`src/rtl/pipe_chain.sv`:
```
// pipe_chain: elastic N-stage valid/ready register chain. Each stage can be
// stalled (holds its content, downstream sees a bubble) or flushed (its next
// valid bit is forced low). Empty stages always accept unless stalled, so
// bubbles collapse. Saturating retire/bubble/flush counters feed the debug path.
module pipe_chain #(
  parameter int WIDTH  = 32,
  parameter int STAGES = 5,
  parameter int CNT_W  = 16
) (
  input  logic                      clk,
  input  logic                      rst,
  input  logic                      in_valid,
  input  logic [WIDTH-1:0]          in_data,
  output logic                      in_ready,
  input  logic [STAGES-1:0]         stall_req,
  input  logic [STAGES-1:0]         flush_mask,
  output logic                      out_valid,
  output logic [WIDTH-1:0]          out_data,
  input  logic                      out_ready,
  output logic [STAGES-1:0]         stage_valid,
  output logic [STAGES*WIDTH-1:0]   stage_data,
  input  logic                      cnt_clr,
  output logic [CNT_W-1:0]          retire_cnt,
  output logic [CNT_W-1:0]          bubble_cnt,
  output logic [CNT_W-1:0]          flush_cnt
);

  localparam logic [CNT_W-1:0] CNT_MAX = {CNT_W{1'b1}};

  logic [STAGES-1:0] v_q;
  logic [STAGES-1:0] v_d;
  logic [STAGES-1:0] keep_v;     // next valid before any flush is applied
  logic [STAGES-1:0] xfer;       // an item moves into stage i at this edge
  logic [WIDTH-1:0]  d_q [STAGES];
  logic [WIDTH-1:0]  d_d [STAGES];
  logic [STAGES:0]   en;         // en[i]: stage i updates (loads or empties)
  logic [4:0]        flush_n;    // live items killed this edge (<= 16)
  logic              retire_inc;
  logic              bubble_inc;
  logic [CNT_W-1:0]  retire_q;
  logic [CNT_W-1:0]  bubble_q;
  logic [CNT_W-1:0]  flush_q;

  // Saturating add; the increment never exceeds STAGES, so 5 bits suffice.
  function automatic logic [CNT_W-1:0] sat_add(input logic [CNT_W-1:0] a,
                                               input logic [4:0] inc);
    logic [CNT_W+4:0] sum;
    sum = {5'd0, a} + {{CNT_W{1'b0}}, inc};
    return (sum > {5'd0, CNT_MAX}) ? CNT_MAX : sum[CNT_W-1:0];
  endfunction

  // Enable chain rippling from the output back to the input.
  always_comb begin
    en = '0;
    en[STAGES] = out_ready;
    for (int i = STAGES - 1; i >= 0; i--) begin
      en[i] = !stall_req[i] && (!v_q[i] || en[i+1]);
    end
  end

  genvar gi;
  generate
    for (gi = 0; gi < STAGES; gi++) begin : g_stage
      logic             src_v;
      logic [WIDTH-1:0] src_d;
      if (gi == 0) begin : g_head
        assign src_v = in_valid;
        assign src_d = in_data;
      end else begin : g_body
        // A stalled upstream stage offers nothing, so this stage takes a bubble.
        assign src_v = v_q[gi-1] & ~stall_req[gi-1];
        assign src_d = d_q[gi-1];
      end
      assign xfer[gi]   = src_v & en[gi];
      assign keep_v[gi] = en[gi] ? xfer[gi] : v_q[gi];
      assign v_d[gi]    = keep_v[gi] & ~flush_mask[gi];
      assign d_d[gi]    = xfer[gi] ? src_d : d_q[gi];
      assign stage_data[gi*WIDTH +: WIDTH] = rst ? '0 : d_q[gi];
    end
  endgenerate

  // Count stages whose live content is discarded by the flush mask.
  always_comb begin
    flush_n = '0;
    for (int i = 0; i < STAGES; i++) begin
      flush_n = flush_n + 5'(flush_mask[i] & keep_v[i]);
    end
  end

  assign in_ready    = en[0] & ~rst;
  assign out_valid   = v_q[STAGES-1] & ~stall_req[STAGES-1] & ~rst;
  assign out_data    = rst ? '0 : d_q[STAGES-1];
  assign stage_valid = rst ? '0 : v_q;
  assign retire_inc  = out_valid & out_ready;
  assign bubble_inc  = out_ready & ~out_valid;
  assign retire_cnt  = rst ? '0 : retire_q;
  assign bubble_cnt  = rst ? '0 : bubble_q;
  assign flush_cnt   = rst ? '0 : flush_q;

  // Stage registers: valid bits and payloads.
  always_ff @(posedge clk) begin
    if (rst) begin
      v_q <= '0;
      for (int i = 0; i < STAGES; i++) d_q[i] <= '0;
    end else begin
      v_q <= v_d;
      for (int i = 0; i < STAGES; i++) d_q[i] <= d_d[i];
    end
  end

  // Performance counters; a clear wins over a same-cycle increment.
  always_ff @(posedge clk) begin
    if (rst || cnt_clr) begin
      retire_q <= '0;
      bubble_q <= '0;
      flush_q  <= '0;
    end else begin
      retire_q <= sat_add(retire_q, {4'd0, retire_inc});
      bubble_q <= sat_add(bubble_q, {4'd0, bubble_inc});
      flush_q  <= sat_add(flush_q, flush_n);
    end
  end

endmodule
```
`config.mk`:
```
export PLATFORM = sky130hd
export DESIGN_NAME = pipe_chain
export DESIGN_NICKNAME = d
export VERILOG_FILES = /design/src/rtl/pipe_chain.sv
export SDC_FILE = /design/constraint.sdc
export NUM_CORES = 1
export LEC_CHECK = 0
export CORE_ASPECT_RATIO = 1.1
export CORE_MARGIN = 4
export CORE_UTILIZATION = 40
export CTS_CLUSTER_DIAMETER = 100
export CTS_CLUSTER_SIZE = 10
export DETAILED_ROUTE_END_ITERATION = 8
export PLACE_DENSITY = 0.71
export REMOVE_ABC_BUFFERS = 1
export SETUP_SLACK_MARGIN = 0.4
export SYNTH_ARGS = -nofsm -noshare
export SYNTH_HDL_FRONTEND = slang
export SYNTH_SLANG_ARGS = --single-unit
export TNS_END_PERCENT = 1
```
`constraint.sdc`:
```
create_clock -name clk -period 10.9 [get_ports clk]
set_input_delay 1.635 -clock clk [delete_from_list [all_inputs] [get_ports clk]]
set_output_delay 1.635 -clock clk [all_outputs]
set_load 0.005 [all_outputs]
```
==> qor.yml, run 1 <==
num_io_pins: 294
yosys-top-cells-area: "dfxtp_1 44%, nor2b_1 16%, mux2_2 10%, a21oi_1 3.8%, nand2_1 3.2%"
run_status: "finished clean"
rrSetupSlack_ns: 5.34
drive_gt1_frac: 0.110
crit_buf_inv: 1
crit_path_max_incr_delay_ns: 1.03
hp-start: "d_q[0][119]"
layout_min_cycle_time_ns: 6.79
coreArea_sq_um: 23700
synth_seq_area_share: 0.442
routabilityCongestion: 0.799
path_class: "primary input to flop"
worstRegToRegCells: 11
routed_wl_mm: 25.8
clock-root-buffer: "clkbuf_16"
fin_cells: 1556
tightestPinTransition_ns: 1.28
initial_core_util: 0.407
hpwlAfterDp_mm: 18.0
tns_ns: 0
finalSetupViolCount: 0
hold_viol: 0
insertion_delay_ns: 0.51
slowest_stage: "nor3b_1"
finalCritPeriodShare: 0.623
leakage_nw: 4.76
cts_tree: "built"
cts_buffers: 25
critPathCaptureType: "flop"
diodes: 0
whs_path_depth: 2
fillers: 2107
post_cts_buffers: 0
row_count: 59
grt_max_degree: 128
maxSlewHeadroom: 0.142
seqPwrFrac: 0.505
maxSlewViolCount: 0
num_vias: 7830
fin_hold_ws_ns: 0.438
p_total_mw: 1.56
syn_inst: 1019
hp-class: "flop to flop"
grt_pass1_wl_mm: 40.3
placed_cells: 1529
p_switching_mw: 0.332
critical-path-top-delay-family: "simple AND/OR/NAND/NOR gates"
drt_drc_violations_left: 0
fmax_ghz: 0.147
yosys_warnings: 0
start_kind: "primary input"
clockPowerShare: 0.448
grt_pass1_vias: 7459
postRouteAntennaNets: 0
seqCellArea_sq_um: 4260
clk_pin_slew_ns: 0.06
postCtsHoldBufs: 0
multi_input_area_sq_um: 4840
yosys.area.top_type: "dfxtp_1"
cts_resized: 0
holdPathEnd: "d_q[0][151]"
p_int_mw: 1.23
r2r_start: "v_q[3]"
avgRoutedWirePerCell_um: 16.6
fp.dieW_um: 156
p_per_area_nw_per_um2: 118
syn_avg_cell_area_sq_um: 9.47
comb_power_share: 0.047
swShare: 0.213
antenna_found_initial: 0
area_delta_synth_final_pct: 36.4
nets: 1309
ir_drop_mv: 0.115
synth_top_area_share: 0.442
drtPass1Iterations: 5
grt_overflow: 0
path_common_cell: "fa_1"
via_per_inst: 5.03
syn_area_sq_um: 9650
h-tree-depth: 1
cp.arrival_ns: 7.20
grt_util_all_layers: 0.182
yosysUniqueCellTypes: 51
required_ns: 11.31
path_max_fanout: 35
grt_setup_unrepaired: "false"
cts.sinks: 213
dr.first_iter.drc_count: 441
cap_viol_max_count: 0
portBuffers: 293
fin_worst_skew_ns: 0.0265
die_area_sq_um: 26700
ys_ff_latch: 213
clockBufferDepth: 3
regToRegEndpoint: "flush_q[4]"
fp.dieH_um: 171
crit_chain: "clkdlybuf4s50_1 > a211oi_2 > nand3_2 > a21boi_0 > fa_1 > fa_1 > ha_1 > fa_1 > a21o_1 > nor3b_1 > nand2_1 > a21oi_1"
worst max path at each step:
stage	startpoint	endpoint	slack (ns)	depth (start not counted)
final	stall_req[4]	flush_q[4]	4.11	12
after global routing	stall_req[4]	flush_q[3]	3.78	12
after CTS	stall_req[4]	flush_q[3]	4.12	12
after detailed placement	stall_req[4]	flush_q[9]	3.56	12
after global placement	stall_req[4]	flush_q[9]	3.88	12
after floorplan	stall_req[4]	flush_q[13]	5.02	11
cell families after synthesis:
logic type	count (synthesis)	synth area share
AO/OA/AOI/OAI	146	0.0997
XOR/XNOR	26	0.0236
adder cells (fa/ha/maj)	11	0.0166
buffers and inverters	108	0.0599
flip-flops	213	0.442
multiplexers	96	0.112
AND/OR/NAND/NOR	419	0.247
routing by layer:
metal	share of wire	GRT usage	routed length [um]	vias to the layer above
li1	-	-	-	3882
met1	0.43	0.237	11100	3669
met2	0.48	0.310	12500	239
met3	0.063	0.0382	1630	40
met4	0.023	0.0472	586	0
met5	0	0	0	-
worst min-delay path, cell delays in order, from the launching register on:
cell and delay [ns]:
dfxtp_1 0.30, nand2_1 0.05, a21oi_1 0.05
power by group through the flow:
| stage | clock [mW] | combinational [mW] | sequential [mW] |
|---|---|---|---|
| after CTS | 0.720 | 0.0751 | 0.787 |
| final | 0.698 | 0.0738 | 0.787 |
| after global placement | 0 | 0.0738 | 0.804 |
| after detailed placement | 0 | 0.0747 | 0.804 |
| after floorplan | 0 | 0.0261 | 0.804 |
| after global routing | 0.750 | 0.0808 | 0.788 |
Yosys cell counts (all sizes together):
cell type,instances
a2111oi,1
a211o,1
a211oi,5
a21boi,3
a21o,3
a21oi,76
a311oi,2
a31o,1
a31oi,8
a41o,1
and2,4
and3,5
and4,6
and4b,1
buf,49
clkbuf,46
dfxtp,213
fa,3
ha,8
inv,13
mux2,96
nand2,82
nand2b,2
nand3,16
nand3b,2
nand4,10
nor2,18
nor2b,244
nor3,9
nor3b,4
nor4,7
nor4bb,1
o211a,2
o21a,3
o21ai,4
o22a,32
o311a,1
o31a,1
o31ai,2
or2,3
or3,5
xnor2,18
xor2,8
per-stage QoR:
stage	instance area (sq um)	utilization	setup slack [ns]
2_1_floorplan	9130	-	5.02
3_3_place_gp	12500	0.529	3.88
3_5_place_dp	12500	0.529	3.56
4_1_cts	13200	0.556	4.12
5_1_grt	13200	0.556	3.78
6_report	13200	0.556	4.11
layout by cell type, fill, tap and decap left out, types with 3 or more instances in the layout:
| cell type | Yosys | routed |
|---|---|---|
| buf_4 | 38 | 7 |
| xor2_1 | 8 | 8 |
| nor2b_1 | 244 | 243 |
| dfxtp_1 | 213 | 213 |
| nand4_1 | 10 | 10 |
| a211oi_1 | 4 | 4 |
| clkdlybuf4s50_1 | 0 | 292 |
| o21a_1 | 3 | 3 |
| fa_1 | 3 | 3 |
| a21oi_1 | 74 | 74 |
| a21o_1 | 3 | 3 |
| o21ai_0 | 4 | 4 |
| xnor2_1 | 18 | 18 |
| a31oi_1 | 7 | 7 |
| or3_1 | 5 | 5 |
| nand2_1 | 82 | 82 |
| and3_1 | 5 | 5 |
| nor3_1 | 9 | 9 |
| nand3_1 | 16 | 15 |
| inv_1 | 13 | 13 |
| ha_1 | 8 | 8 |
| mux2_1 | 6 | 6 |
| or2_2 | 3 | 3 |
| clkbuf_16 | 0 | 25 |
| nor4_1 | 7 | 7 |
| and4_1 | 6 | 6 |
| nor3b_1 | 3 | 3 |
| a21boi_0 | 3 | 3 |
| o22a_1 | 32 | 32 |
| and2_1 | 4 | 4 |
| nor2_1 | 18 | 17 |
| mux2_2 | 90 | 90 |
registers in the layout, indices dropped and copies added (netlist names):
register,count
v_q,5
d_q,160
retire_q,16
flush_q,16
bubble_q,16
layout make-up:
type	instances	area share
Multi-Input combinational cell	698	0.368
Sequential cell	213	0.324
Timing Repair Buffer	300	0.227
Clock buffer	25	0.0475
Tap cell	305	0.0290
Inverter	13	0.00371
Clock inverter	2	0.00133
Note: power is estimated with default switching activity, not from simulation.
==> run 2, diff against run 1 <==
--- a/config.mk
+++ b/config.mk
@@ -11,7 +11,7 @@
 export CTS_CLUSTER_DIAMETER = 100
 export CTS_CLUSTER_SIZE = 10
 export DETAILED_ROUTE_END_ITERATION = 8
-export PLACE_DENSITY = 0.71
+export PLACE_DENSITY = 0.74
 export REMOVE_ABC_BUFFERS = 1
 export SETUP_SLACK_MARGIN = 0.4
 export SYNTH_ARGS = -nofsm -noshare
==> constraint.sdc (replaced) <==
create_clock -name clk -period 5.55 [get_ports clk]
set_input_delay 0.8325 -clock clk [delete_from_list [all_inputs] [get_ports clk]]
set_output_delay 0.8325 -clock clk [all_outputs]
set_load 0.005 [all_outputs]
==> run 2 against run 1 <==
Effect of this change:
- worst setup slack worse by 3.3 ns
- power up 98%
- non-clock buffer count up 1
- global-route usage up 0.55 points
- utilization up 0.16 points
- critical path type unchanged
- critical endpoint is now flush_q[13]
==> qor.yml, run 2 (synthesis gave the netlist of run 1 again) <==
run_status: "finished clean"  # unchanged
layout_commonest_cell: "clkdlybuf4s50_1"  # unchanged
ir_drop_mv: 0.225  # was 0.115 mV
cts_resized: 0  # unchanged
nets: 1310  # was 1309
cts_buffers: 25  # unchanged
clock-root-buffer: "clkbuf_16"  # unchanged
clk_pin_slew_ns: 0.05  # was 0.06 ns
drt_drc_violations_left: 0  # unchanged
die_area_sq_um: 26700  # unchanged
fmax_ghz: 0.213
holdPathEnd: "d_q[0][154]"  # was d_q[0][151]
layout_common_cells: "292 x clkdlybuf4s50_1, 243 x nor2b_1, 213 x dfxtp_1"  # unchanged
fp.dieH_um: 171  # unchanged
fp.dieW_um: 156  # unchanged
grt_setup_unrepaired: "false"  # unchanged
h-tree-depth: 1  # unchanged
area_delta_synth_final_pct: 36.8  # was 36.4%
hp-start: "d_q[0][122]"  # was d_q[0][119]
hpwlAfterDp_mm: 18.0  # about the same
num_io_pins: 294  # unchanged
start_kind: "primary input"  # unchanged
required_ns: 5.99  # was 11.31 ns
routabilityCongestion: 0.833  # was 0.799
grt_overflow: 0  # unchanged
routed_wl_mm: 26.6  # was 25.8 mm
critPathCaptureType: "flop"  # unchanged
insertion_delay_ns: 0.53  # was 0.51 ns
tightestPinTransition_ns: 0.970  # was 1.28 ns
fin_hold_ws_ns: 0.444  # was 0.438 ns
r2r_start: "v_q[3]"  # unchanged
finalSetupViolCount: 0  # unchanged
clockBufferDepth: 3  # unchanged
final_util: 0.557  # was 0.556
antenna_found_initial: 0  # unchanged
postCtsHoldBufs: 0  # unchanged
row_count: 59  # unchanged
hp-class: "flop to flop"  # unchanged
drtPass1Iterations: 4  # was 5
place_area_sq_um: 12500  # about the same
diodes: 0  # unchanged
largest_reg_flops: 160  # unchanged
grt_max_degree: 162  # was 128
post_cts_buffers: 0  # unchanged
maxSlewViolCount: 0  # unchanged
cap_viol_max_count: 0  # unchanged
cp.arrival_ns: 5.13  # was 7.20 ns
via_per_inst: 5.03  # about the same
p_per_area_nw_per_um2: 234  # was 118 nW/um^2
grt_util_all_layers: 0.188  # was 0.182
regToRegEndpoint: "flush_q[13]"  # was flush_q[4]
cts.sinks: 213  # unchanged
tns_ns: 0  # unchanged
coreArea_sq_um: 23700  # unchanged
dr.first_iter.drc_count: 261  # was 441
grt_pass1_wl_mm: 40.9  # was 40.3 mm
top_register: "d_q"  # unchanged
finalCritPeriodShare: 0.845
rrSetupSlack_ns: 1.29  # was 5.34 ns
avgRoutedWirePerCell_um: 17.1  # was 16.6 um
layout_min_cycle_time_ns: 4.69
num_vias: 7833  # was 7830
fin_worst_skew_ns: 0.0125  # was 0.0265 ns
initial_core_util: 0.407  # unchanged
grt_pass1_vias: 7546  # was 7459
hold_viol: 0  # unchanged
path_max_fanout: 12  # was 35
worstRegToRegCells: 12  # was 11
path_class: "primary input to flop"  # unchanged
postRouteAntennaNets: 0  # unchanged
maxSlewHeadroom: 0.352  # was 0.142
drive_gt1_frac: 0.112  # was 0.110
cts_tree: "built"  # unchanged
fillers: 2119  # was 2107
leakage_nw: 4.77  # was 4.76 nW
p_total_mw: 3.09  # was 1.56 mW
portBuffers: 293  # unchanged
fin_area_sq_um: 13200  # about the same
whs_path_depth: 2  # unchanged
==> run 2: worst max path at each step <==
stage	startpoint	to
3_3_place_gp	out_ready	flush_q[9]
4_1_cts	out_ready	flush_q[13]
6_report	out_ready	flush_q[13]
3_5_place_dp	out_ready	flush_q[13]
2_1_floorplan	stall_req[4]	flush_q[13]
5_1_grt	out_ready	flush_q[13]
==> run 2: area by class of cell <==
class,count,area (sq um),area share
Clock inverter,2,28.8,0.00218
Inverter,13,48.8,0.00369
Timing Repair Buffer,301,3010,0.228
Sequential cell,213,4260,0.323
Tap cell,305,382,0.0289
Multi-Input combinational cell,698,4850,0.367
Clock buffer,25,626,0.0474
==> run 2: power breakdown <==
part           internal [mW]  switching, mW
clock network          0.798          0.601
logic                 0.0743         0.0729
registers               1.54        0.00319
total                   2.42          0.677
==> run 2: per-layer routing <==
| layer | wire length (um) | track usage | part of all wire |
|---|---|---|---|
| met5 | 0 | 0 | 0 |
| met4 | 765 | 0.0574 | 0.029 |
| met3 | 1790 | 0.0433 | 0.067 |
| met2 | 12900 | 0.322 | 0.48 |
| met1 | 11200 | 0.235 | 0.42 |
==> run 2: worst max-delay path, cell delays in order <==
cell and delay [ns]:
clkdlybuf4s50_1 0.53, nand3b_1 0.34, a21oi_2 0.33, a211oi_1 0.11
nor2b_1 0.18, fa_1 0.46, fa_1 0.55, ha_1 0.18
fa_1 0.23, a21o_1 0.17, nor3b_2 0.59, nand2_1 0.38
a31oi_1 0.23
==> run 2: per-stage QoR <==
stage                     worst slack, ns  std cells
after floorplan                     0.472        924
final                               0.859       1557
after global placement            0.00806       1530
after detailed placement           -0.128       1530
after global routing                0.500       1557
after CTS                           0.433       1557
==> run 3, diff against run 2 <==
==> constraint.sdc (replaced) <==
create_clock -name clk -period 3.8 [get_ports clk]
set_input_delay 0.57 -clock clk [delete_from_list [all_inputs] [get_ports clk]]
set_output_delay 0.57 -clock clk [all_outputs]
set_load 0.005 [all_outputs]
==> run 3 against run 2 <==
Effect of this change:
- final cell count grew 2.5%
- combinational power grew 55%
- non-clock buffer count grew 39
- power grew 45%
- largest cell class unchanged
- first-iteration DRC count grew 20%
- clock power grew 42%
- via count grew 2.6%
- critical path type is now flop to flop
- largest power group unchanged
- worst setup slack lost 0.56 ns
- critical path depth shrank 1
==> qor.yml, run 3 (synthesis gave the netlist of run 1 again) <==
run_status: "finished clean"  # unchanged
via_per_inst: 5.03  # about the same
num_io_pins: 294  # unchanged
hpwlAfterDp_mm: 18.3  # was 18.0 mm
critPathCaptureType: "flop"  # unchanged
nets: 1350  # was 1310
grt_overflow: 0  # unchanged
layout_min_cycle_time_ns: 3.51
fillers: 2053  # was 2119
cts.sinks: 213  # unchanged
cts_tree: "built"  # unchanged
start_kind: "flop"  # was primary input
leakage_nw: 5.01  # was 4.77 nW
tns_ns: 0  # unchanged
fp.dieW_um: 156  # unchanged
path_class: "flop to flop"  # was primary input to flop
finalSetupViolCount: 0  # unchanged
coreArea_sq_um: 23700  # unchanged
required_ns: 4.21  # was 5.99 ns
dr.first_iter.drc_count: 312  # was 261
drt_drc_violations_left: 0  # unchanged
hp-class: "flop to flop"  # unchanged
maxSlewHeadroom: 0.387  # was 0.352
grt_pass1_wl_mm: 42.1  # was 40.9 mm
diodes: 0  # unchanged
clk_pin_slew_ns: 0.06  # was 0.05 ns
portBuffers: 293  # unchanged
ir_drop_mv: 0.266  # was 0.225 mV
grt_pass1_vias: 8014  # was 7546
routabilityCongestion: 0.817  # was 0.833
cap_viol_max_count: 0  # unchanged
p_per_area_nw_per_um2: 330  # was 234 nW/um^2
layout_common_cells: "288 x clkdlybuf4s50_1, 242 x nor2b_1, 212 x dfxtp_1"  # was 292 x clkdlybuf4s50_1, 243 x nor2b_1, 213 x dfxtp_1
finalCritPeriodShare: 0.923
place_ws_ns: -1.41  # was -0.128 ns
largest_reg_flops: 160  # unchanged
avgRoutedWirePerCell_um: 16.9  # was 17.1 um
antenna_found_initial: 0  # unchanged
hold_viol: 0  # unchanged
layout_commonest_cell: "clkdlybuf4s50_1"  # unchanged
fin_ws_ns: 0.294  # was 0.859 ns
fmax_ghz: 0.285
top_register: "d_q"  # unchanged
cp.arrival_ns: 3.91  # was 5.13 ns
grt_max_degree: 146  # was 162
clockBufferDepth: 3  # unchanged
grt_util_all_layers: 0.191  # was 0.188
h-tree-depth: 1  # unchanged
row_count: 59  # unchanged
tightestPinTransition_ns: 0.917  # was 0.970 ns
cts_buffers: 25  # unchanged
seqCellArea_sq_um: 4270  # was 4260 sq um
die_area_sq_um: 26700  # unchanged
initial_core_util: 0.407  # unchanged
routed_wl_mm: 27.0  # was 26.6 mm
grt_setup_unrepaired: "true"  # was false
num_vias: 8034  # was 7833
multi_input_area_sq_um: 4920  # was 4850 sq um
path_max_fanout: 3  # was 12
maxSlewViolCount: 0  # unchanged
drtPass1Iterations: 4  # unchanged
drive_gt1_frac: 0.146  # was 0.112
area_delta_synth_final_pct: 40.6  # was 36.8%
insertion_delay_ns: 0.50  # was 0.53 ns
fp.dieH_um: 171  # unchanged
postRouteAntennaNets: 0  # unchanged
p_total_mw: 4.48  # was 3.09 mW
fin_worst_skew_ns: 0.0114  # was 0.0125 ns
clock-root-buffer: "clkbuf_16"  # unchanged
postCtsHoldBufs: 0  # unchanged
place_area_sq_um: 12800  # was 12500 sq um
fin_area_sq_um: 13600  # was 13200 sq um
==> run 3: changes by cell type in the layout (fill, tap and decap cells not counted), moves of 2 or more <==
| cell | change |
|---|---|
| a21boi_0 | -2 |
| buf_12 | +2 |
| dlygate4sd2_1 | +4 |
| clkdlybuf4s50_1 | -4 |
| nor3b_4 | +2 |
| buf_4 | +37 |
==> run 3: report_power, final <==
part / switching (mW) / internal (mW) / leakage, nW
combinational: 0.110 / 0.118 / 2.98
sequential: 0.00395 / 2.25 / 1.72
clock: 0.841 / 1.15 / 0.313
==> run 3: through the flow <==
stage | util | cells | hold WS, ns
after global routing | 0.573 | 1596 | 0.454
final | 0.573 | 1596 | 0.445
after CTS | 0.572 | 1595 | 0.444
after detailed placement | 0.539 | 1558 | 0.439
after global placement | 0.539 | 1558 | 0.432
after floorplan | - | 924 | 0.421
==> run 3: per-layer routing <==
metal  share of wire  vias up  track usage
li1                -     3959            -
met1            0.42     3765        0.237
met2            0.49      251        0.335
met3           0.066       59       0.0387
met4           0.030        0       0.0608
met5               0        -            0
==> run 3: layout make-up <==
class | instances | share of cell area
Tap cell | 305 | 0.0281
Clock inverter | 1 | 0.000645
Timing Repair Buffer | 340 | 0.245
Multi-Input combinational cell | 699 | 0.362
Sequential cell | 213 | 0.314
Clock buffer | 25 | 0.0461
Inverter | 13 | 0.00360
==> run 3: worst max-delay path, cell delays in order (launching register included) <==
cell      delay, ns
dfxtp_2        0.33
a211oi_4       0.26
a21oi_2        0.11
a211oi_2       0.29
nor2b_2        0.09
fa_1           0.56
fa_1           0.42
ha_2           0.20
fa_2           0.35
a21o_1         0.20
nor3b_4        0.17
and3_1         0.19
a311oi_1       0.24
==> run 3: path summary, 6_finish.rpt <==
kind,from,end,slack [ns],depth (start not counted)
setup / recovery,v_q[3],flush_q[14],0.29,12
setup reg to reg,v_q[3],flush_q[14],0.29,12
hold / removal,d_q[0][107],d_q[0][139],0.45,2
hold reg to reg,d_q[0][107],d_q[0][139],0.45,2
==> run 3: what timing repair did <==
| action | CTS | global route |
|---|---|---|
| buffers inserted | 10 | 1 |
| gates resized for setup | 17 | 3 |
| endpoints found under the hold margin | 0 | 0 |
| pin swaps | 16 | 6 |
| cloned | 1 | 0 |
| endpoints found under the setup margin | 16 | 16 |
